$ cat config.mk
export PLATFORM = sky130hd
export DESIGN_NAME = alu_seq_muldiv
export DESIGN_NICKNAME = d
export VERILOG_FILES = /design/src/rtl/alu_seq_muldiv.sv
export SDC_FILE = /design/constraint.sdc
export NUM_CORES = 1
export LEC_CHECK = 0
export ABC_CLOCK_PERIOD_IN_PS = 15390
export CAP_MARGIN = 30
export CORE_MARGIN = 5
export CORE_UTILIZATION = 32
export CTS_CLUSTER_SIZE = 10
export DETAILED_ROUTE_END_ITERATION = 10
export PLACE_DENSITY = 0.48
export SLEW_MARGIN = 20
export SYNTH_ARGS = -nofsm -noshare
export SYNTH_HDL_FRONTEND = slang
export SYNTH_SLANG_ARGS = --single-unit
$ cat constraint.sdc
create_clock -name clk -period 15.39 [get_ports clk]
set_clock_uncertainty 0.1 [all_clocks]
set_input_delay 3.078 -clock clk [delete_from_list [all_inputs] [get_ports clk]]
set_output_delay 3.078 -clock clk [all_outputs]
set_load 0.05 [all_outputs]
$ cat src/rtl/alu_seq_muldiv.sv
`default_nettype none
// ============================================================================
//  Module      : alu_seq_muldiv
//  Description : Multi-cycle integer ALU. Single-cycle add/sub/logic/compare
//                plus iterative shift-add multiply and restoring divide,
//                behind one valid/ready handshake. Produces ARM NZCV flags
//                and a RISC-V style zero flag.
//  Revision    : 1.0 - initial release
// ============================================================================
module alu_seq_muldiv #(
    parameter int WIDTH = 32
) (
    input  logic             clk,
    input  logic             reset,
    input  logic             in_valid,
    output logic             in_ready,
    input  logic [3:0]       op,
    input  logic [WIDTH-1:0] a,
    input  logic [WIDTH-1:0] b,
    output logic             out_valid,
    input  logic             out_ready,
    output logic [WIDTH-1:0] result,
    output logic [3:0]       flags,
    output logic             zero
);

    localparam int CNT_W = $clog2(WIDTH) + 1;

    localparam logic [3:0] c_op_add   = 4'b0000;
    localparam logic [3:0] c_op_sub   = 4'b0001;
    localparam logic [3:0] c_op_and   = 4'b0010;
    localparam logic [3:0] c_op_or    = 4'b0011;
    localparam logic [3:0] c_op_xor   = 4'b0100;
    localparam logic [3:0] c_op_slt   = 4'b0101;
    localparam logic [3:0] c_op_sltu  = 4'b0110;
    localparam logic [3:0] c_op_mul   = 4'b1000;
    localparam logic [3:0] c_op_mulhu = 4'b1001;
    localparam logic [3:0] c_op_divu  = 4'b1010;
    localparam logic [3:0] c_op_remu  = 4'b1011;

    typedef enum logic [1:0] {
        S_IDLE = 2'd0,
        S_MUL  = 2'd1,
        S_DIV  = 2'd2,
        S_DONE = 2'd3
    } state_t;

    state_t               r_state;
    state_t               w_next;
    logic [3:0]           r_op;
    logic [WIDTH-1:0]     r_a;
    logic [WIDTH-1:0]     r_b;
    logic [2*WIDTH-1:0]   r_acc;     // MUL: {partial hi, multiplier}; DIV: {remainder, quotient}
    logic [CNT_W-1:0]     r_cnt;
    logic [WIDTH-1:0]     r_result;
    logic [3:0]           r_flags;

    logic                 w_is_mul;
    logic                 w_is_div;
    logic                 w_div_zero;
    logic [WIDTH-1:0]     w_bx;
    logic [WIDTH:0]       w_sum;
    logic [WIDTH-1:0]     w_single_res;
    logic [3:0]           w_single_flags;
    logic                 w_c;
    logic                 w_v;
    logic                 w_known_op;
    logic [WIDTH:0]       w_mul_sum;
    logic [2*WIDTH-1:0]   w_mul_next;
    logic [WIDTH:0]       w_div_shift;
    logic [WIDTH:0]       w_div_diff;
    logic [2*WIDTH-1:0]   w_div_next;
    logic [WIDTH-1:0]     w_iter_res;

    assign w_is_mul   = (op == c_op_mul) || (op == c_op_mulhu);
    assign w_is_div   = (op == c_op_divu) || (op == c_op_remu);
    assign w_div_zero = (b == '0);

    // Single-cycle datapath on the incoming operands; one shared adder for ADD/SUB
    always_comb begin
        w_bx         = (op == c_op_sub) ? ~b : b;
        w_sum        = {1'b0, a} + {1'b0, w_bx} + {{WIDTH{1'b0}}, (op == c_op_sub)};
        w_single_res = '0;
        w_c          = 1'b0;
        w_v          = 1'b0;
        w_known_op   = 1'b1;
        case (op)
            c_op_add, c_op_sub: begin
                w_single_res = w_sum[WIDTH-1:0];
                w_c          = w_sum[WIDTH];
                w_v          = (a[WIDTH-1] == w_bx[WIDTH-1]) && (w_sum[WIDTH-1] != a[WIDTH-1]);
            end
            c_op_and:   w_single_res = a & b;
            c_op_or:    w_single_res = a | b;
            c_op_xor:   w_single_res = a ^ b;
            c_op_slt:   w_single_res = {{(WIDTH-1){1'b0}}, ($signed(a) < $signed(b))};
            c_op_sltu:  w_single_res = {{(WIDTH-1){1'b0}}, (a < b)};
            // Only reach DONE directly on a zero divisor
            c_op_divu:  w_single_res = '1;
            c_op_remu:  w_single_res = a;
            c_op_mul, c_op_mulhu: w_single_res = '0;
            default:    w_known_op = 1'b0;
        endcase
        w_single_flags = w_known_op ?
                         {w_single_res[WIDTH-1], (w_single_res == '0), w_c, w_v} : 4'b0000;
    end

    // One shift-add / restoring-divide step on the registered state
    always_comb begin
        w_mul_sum   = {1'b0, r_acc[2*WIDTH-1:WIDTH]} + (r_acc[0] ? {1'b0, r_a} : {(WIDTH+1){1'b0}});
        w_mul_next  = {w_mul_sum, r_acc[WIDTH-1:1]};
        w_div_shift = {r_acc[2*WIDTH-1:WIDTH], r_acc[WIDTH-1]};
        w_div_diff  = w_div_shift - {1'b0, r_b};
        // A set top bit means the trial subtraction borrowed: restore
        w_div_next  = w_div_diff[WIDTH] ? {w_div_shift[WIDTH-1:0], r_acc[WIDTH-2:0], 1'b0}
                                        : {w_div_diff[WIDTH-1:0],  r_acc[WIDTH-2:0], 1'b1};
        w_iter_res  = '0;
        if (r_state == S_MUL)
            w_iter_res = (r_op == c_op_mulhu) ? w_mul_next[2*WIDTH-1:WIDTH] : w_mul_next[WIDTH-1:0];
        else if (r_state == S_DIV)
            w_iter_res = (r_op == c_op_remu) ? w_div_next[2*WIDTH-1:WIDTH] : w_div_next[WIDTH-1:0];
    end

    // State register
    always_ff @(posedge clk or posedge reset) begin
        if (reset) r_state <= S_IDLE;
        else       r_state <= w_next;
    end

    // Next-state and handshake outputs
    always_comb begin
        w_next    = r_state;
        in_ready  = 1'b0;
        out_valid = 1'b0;
        case (r_state)
            S_IDLE: begin
                in_ready = 1'b1;
                if (in_valid) begin
                    if (w_is_mul)                    w_next = S_MUL;
                    else if (w_is_div && !w_div_zero) w_next = S_DIV;
                    else                             w_next = S_DONE;
                end
            end
            S_MUL, S_DIV: if (r_cnt == '0) w_next = S_DONE;
            S_DONE: begin
                out_valid = 1'b1;
                if (out_ready) w_next = S_IDLE;
            end
            default: w_next = S_IDLE;
        endcase
    end

    // Operand capture, iteration state and result/flag registers
    always_ff @(posedge clk or posedge reset) begin
        if (reset) begin
            r_op     <= '0;
            r_a      <= '0;
            r_b      <= '0;
            r_acc    <= '0;
            r_cnt    <= '0;
            r_result <= '0;
            r_flags  <= '0;
        end else begin
            case (r_state)
                S_IDLE: if (in_valid) begin
                    r_op     <= op;
                    r_a      <= a;
                    r_b      <= b;
                    r_cnt    <= CNT_W'(WIDTH - 1);
                    r_acc    <= w_is_mul ? {{WIDTH{1'b0}}, b} : {{WIDTH{1'b0}}, a};
                    r_result <= w_single_res;
                    r_flags  <= w_single_flags;
                end
                S_MUL, S_DIV: begin
                    r_acc <= (r_state == S_MUL) ? w_mul_next : w_div_next;
                    if (r_cnt != '0) begin
                        r_cnt <= r_cnt - 1'b1;
                    end else begin
                        r_result <= w_iter_res;
                        r_flags  <= {w_iter_res[WIDTH-1], (w_iter_res == '0), 2'b00};
                    end
                end
                default: ;
            endcase
        end
    end

    assign result = r_result;
    assign flags  = r_flags;
    assign zero   = (r_result == '0);

endmodule
`default_nettype wire

==> summary.md <==
| Metric | Value |
|---|---|
| Number of CTS-inserted buffers | `17` |
| Setup ws final | `6640 ps` |
| Critical path startpoint category | `primary input` |
| Site Rows | `87` |
| Gr usage total | `23.9%` |
| Final Max Tran Viols | `0` |
| Yosys top cell by area | `dfrtp_1` |
| CP most frequent cell | `a2111oi_0` |
| Max Cap Viol | `0` |
| Overall die height | `250 µm` |
| CTS HTree Levels | `4` |
| Antenna violations before repair | `1` |
| Sinks on the clock net | `176` |
| Number of input and output port buffers inserted | `110` |
| Max IR drop VDD | `0.146 mV` |
| Worst path max stage delay | `770 ps` |
| Commonest cells in the netlist | `nand2_1 (369), o21ai_0 (334), ha_1 (205), dfrtp_1 (176), a21oi_1 (156)` |
| Kind of path behind the tightest hold check | `reg -> reg` |
| Global-route wire length before repair | `115000 µm` |
| Per-cell routed wire length | `24.0 µm` |
| Die X-Extent | `250 µm` |
| Syn Nets | `2684` |
| Fraction of registers with async set/reset | `100%` |
| Crit Reg-Reg Startpoint | `r_acc[31]$_DFFE_PP0P_` |
| Cell-by-cell listing of the critical path | `clkdlybuf4s50_1, or4b_2, buf_4, xnor2_1, inv_1, fa_1, nand3b_1, a2111oi_0, o2111a_1, o21ai_0, a21boi_1, a41o_1, nor2_1, mux2_2, a221o_1, a2111oi_0, nand4_1, o211ai_2` |
| Layout cell share with drive strength beyond 1 | `4.88%` |
| Average footprint of a synthesized cell | `7.64 µm²` |
| Number of I/O pins | `111` |
| Most frequent cell after synthesis | `nand2_1` |
| Sequential share of the synthesized area | `24.0%` |
| Number of detailed-route iterations in the first pass | `8` |
| Hold Path Cell Cnt | `2` |
| Hold-fix buffers, CTS | `0` |
| Power per cell area | `235 nW/µm²` |
| Total number of yosys warnings | `0` |
| Count of buffers added by post-CTS timing repair for setup | `0` |
| WHS | `376 ps` |
| Detailed-route vias per instance | `5.69` |
| Run status | `finished, final reports clean` |
| Standard cell core area | `56600 µm²` |
| Cell area after technology mapping | `18400 µm²` |
| Area fraction of the dominant cell type after synthesis | `24.0%` |
| Cell variety after synth | `86` |
| Number of instances in the synthesized netlist | `2404` |
| Root Driver | `clkbuf_16` |
| Insertion delay to the later sink of the worst-skew pair | `500 ps` |
| Cell types occupying the most area after synthesis | `dfrtp_1 (24%), ha_1 (14%), o21ai_0 (9.1%)` |
| Pin slew with the least headroom to its limit | `1160 ps` |
| Worst path arrival time | `9070 ps` |
| Endpoint of the worst hold path | `r_a[16]$_DFFE_PP0P_` |
| Setup Total Neg Slack | `0 ps` |
| Setup violation total in the final timing report | `0` |
| Power after layout | `4880 µW` |
| WP data required | `15710 ps` |
| Drt total wl | `76900 µm` |
| Kind of end point of the critical path | `flop` |
| Number of gates resized after CTS | `0` |
| Post-layout min period | `8750 ps` |
| Layout overhead on the synthesized area | `13.1%` |
| Reg2Reg Setup Slack | `9030 ps` |
| Vias in the first global route | `17700` |
| RD Place Congestion | `0.966` |
| CP Max Fanout | `33` |
| Pin count of the biggest net entering global routing | `77` |
| Leakage power total | `0.00908 µW` |
| Final antenna diode count | `0` |
| Relative slew slack | `22.6%` |
| Pre-CTS setup slack | `6160 ps` |
| Terminus of the critical flop-to-flop path | `flags[2]$_DFFE_PP0P_` |
| CTS tree | `done` |
| Depth of the worst register-to-register path | `16` |
| Post-synth EDFFs | `0` |
| Via count | `18200` |
| Setup repair after global routing missed its margin | `false` |
| Worst Hold Launch | `r_a[16]$_DFFE_PP0P_` |
| Final worst-path cycle share | `56.9%` |
| Worst path slowest cell | `or4b_2` |
| DPL Wire Length | `60500 µm` |
| Grt ovf | `0` |
| DR DRC count | `0` |
| Initial core utilization | `32.5%` |
| Final hold violation count | `0` |
| Full die area | `62300 µm²` |
| Maximum number of buffers from clock root to sink | `2` |
| Most frequently used flop master after synthesis | `dfrtp_1` |
| Worst Path Class, Setup | `in -> reg` |
| Maximum clock frequency | `0.114 GHz` |
| Count of nets after finishing | `2708` |
| Post-synthesis sequential element count | `176` |
| Utilization after layout | `36.7%` |
| Starting DRT DRC Count | `1701` |
| CTS clk-pin slew, worst paths | `80 ps` |
| Post-detailed-route count of antenna-violating nets | `0` |
logic make-up (layout without fill, tap and decap cells):
group | Yosys count | after routing | synth area share (%)
fa+ha+maj | 208 | 208 | 14.3
buf+inv | 269 | 306 | 5.69
simple gates | 757 | 757 | 19.0
compound gates | 807 | 807 | 27.5
xor+xnor | 108 | 108 | 5.15
mux | 79 | 79 | 4.46
flops | 176 | 176 | 24.0
sequential cells by signal, summed over array words and instances, names as in the netlist:
name and count:
result 32, r_a 32, r_acc 64, r_cnt 6
flags 4, r_op 4, r_b 32, r_state 2
power by group:
part	total (µW)	internal [µW]	switching, µW
clock network	436	216	221
logic	3510	1210	2300
registers	933	688	245
cells in the final DEF, fill, tap and decap left out, drive strengths merged, types with 9 or more instances in the layout:
cell	n
nor3	34
a21o	31
inv	134
nor2	123
mux2i	59
nand2	369
and3	14
dfrtp	176
a221oi	22
nand4	31
buf	33
xnor2	69
mux2	20
and2	49
a21oi	156
clkbuf	21
a21boi	10
a211oi	26
clkdlybuf4s50	110
a31oi	16
xor2	39
ha	205
a222oi	9
nand3	30
o21ai	336
o21a	24
a22oi	13
o211ai	34
a211o	12
nand2b	19
o21bai	16
a22o	17
o31ai	15
nor4	37
layout make-up:
cell class                 count  area (µm²)
clock buffer                  21         460
clock inverter                11        81.3
fill                        6049       35800
inverter                     131         499
multi-input combinational   1959       13000
sequential                   176        4400
tap                          756         946
timing repair buffer         143        1380
worst max-delay path by stage:
stage,slack (ps),to,start
after floorplan,7440,flags[0]$_DFFE_PP0P_,reset
after global placement,6170,flags[2]$_DFFE_PP0P_,op[1]
after detailed placement,6160,flags[2]$_DFFE_PP0P_,op[1]
after CTS,6650,flags[2]$_DFFE_PP0P_,op[1]
after global routing,6110,flags[2]$_DFFE_PP0P_,op[1]
final,6640,flags[2]$_DFFE_PP0P_,op[1]
routing by layer:
| layer | share of wire [%] | up-vias | global-route usage (%) |
|---|---|---|---|
| met3 | 6.0 | 72 | 3.82 |
| met1 | 48 | 8818 | 35.4 |
| met2 | 44 | 600 | 36.6 |
| met5 | 0 | - | 0 |
| met4 | 2.3 | 0 | 5.57 |
| li1 | - | 8701 | - |
worst max-delay path: cells and delay by family:
family | cells | cell delay (ps)
muxes | 1 | 270
and+or+nand+nor | 4 | 1230
xor gates and xnor gates | 1 | 280
adders and majority gates | 1 | 420
AOI/OAI and AO/OA | 8 | 2650
buffers and inverters | 3 | 1120
metrics by stage:
stage,cell area (µm²),cells
after global routing,20800,3197
after floorplan,18400,2404
after global placement,20200,3162
after CTS,20700,3195
final,20800,3197
after detailed placement,20200,3163
Power figures use the tool's default switching activity.
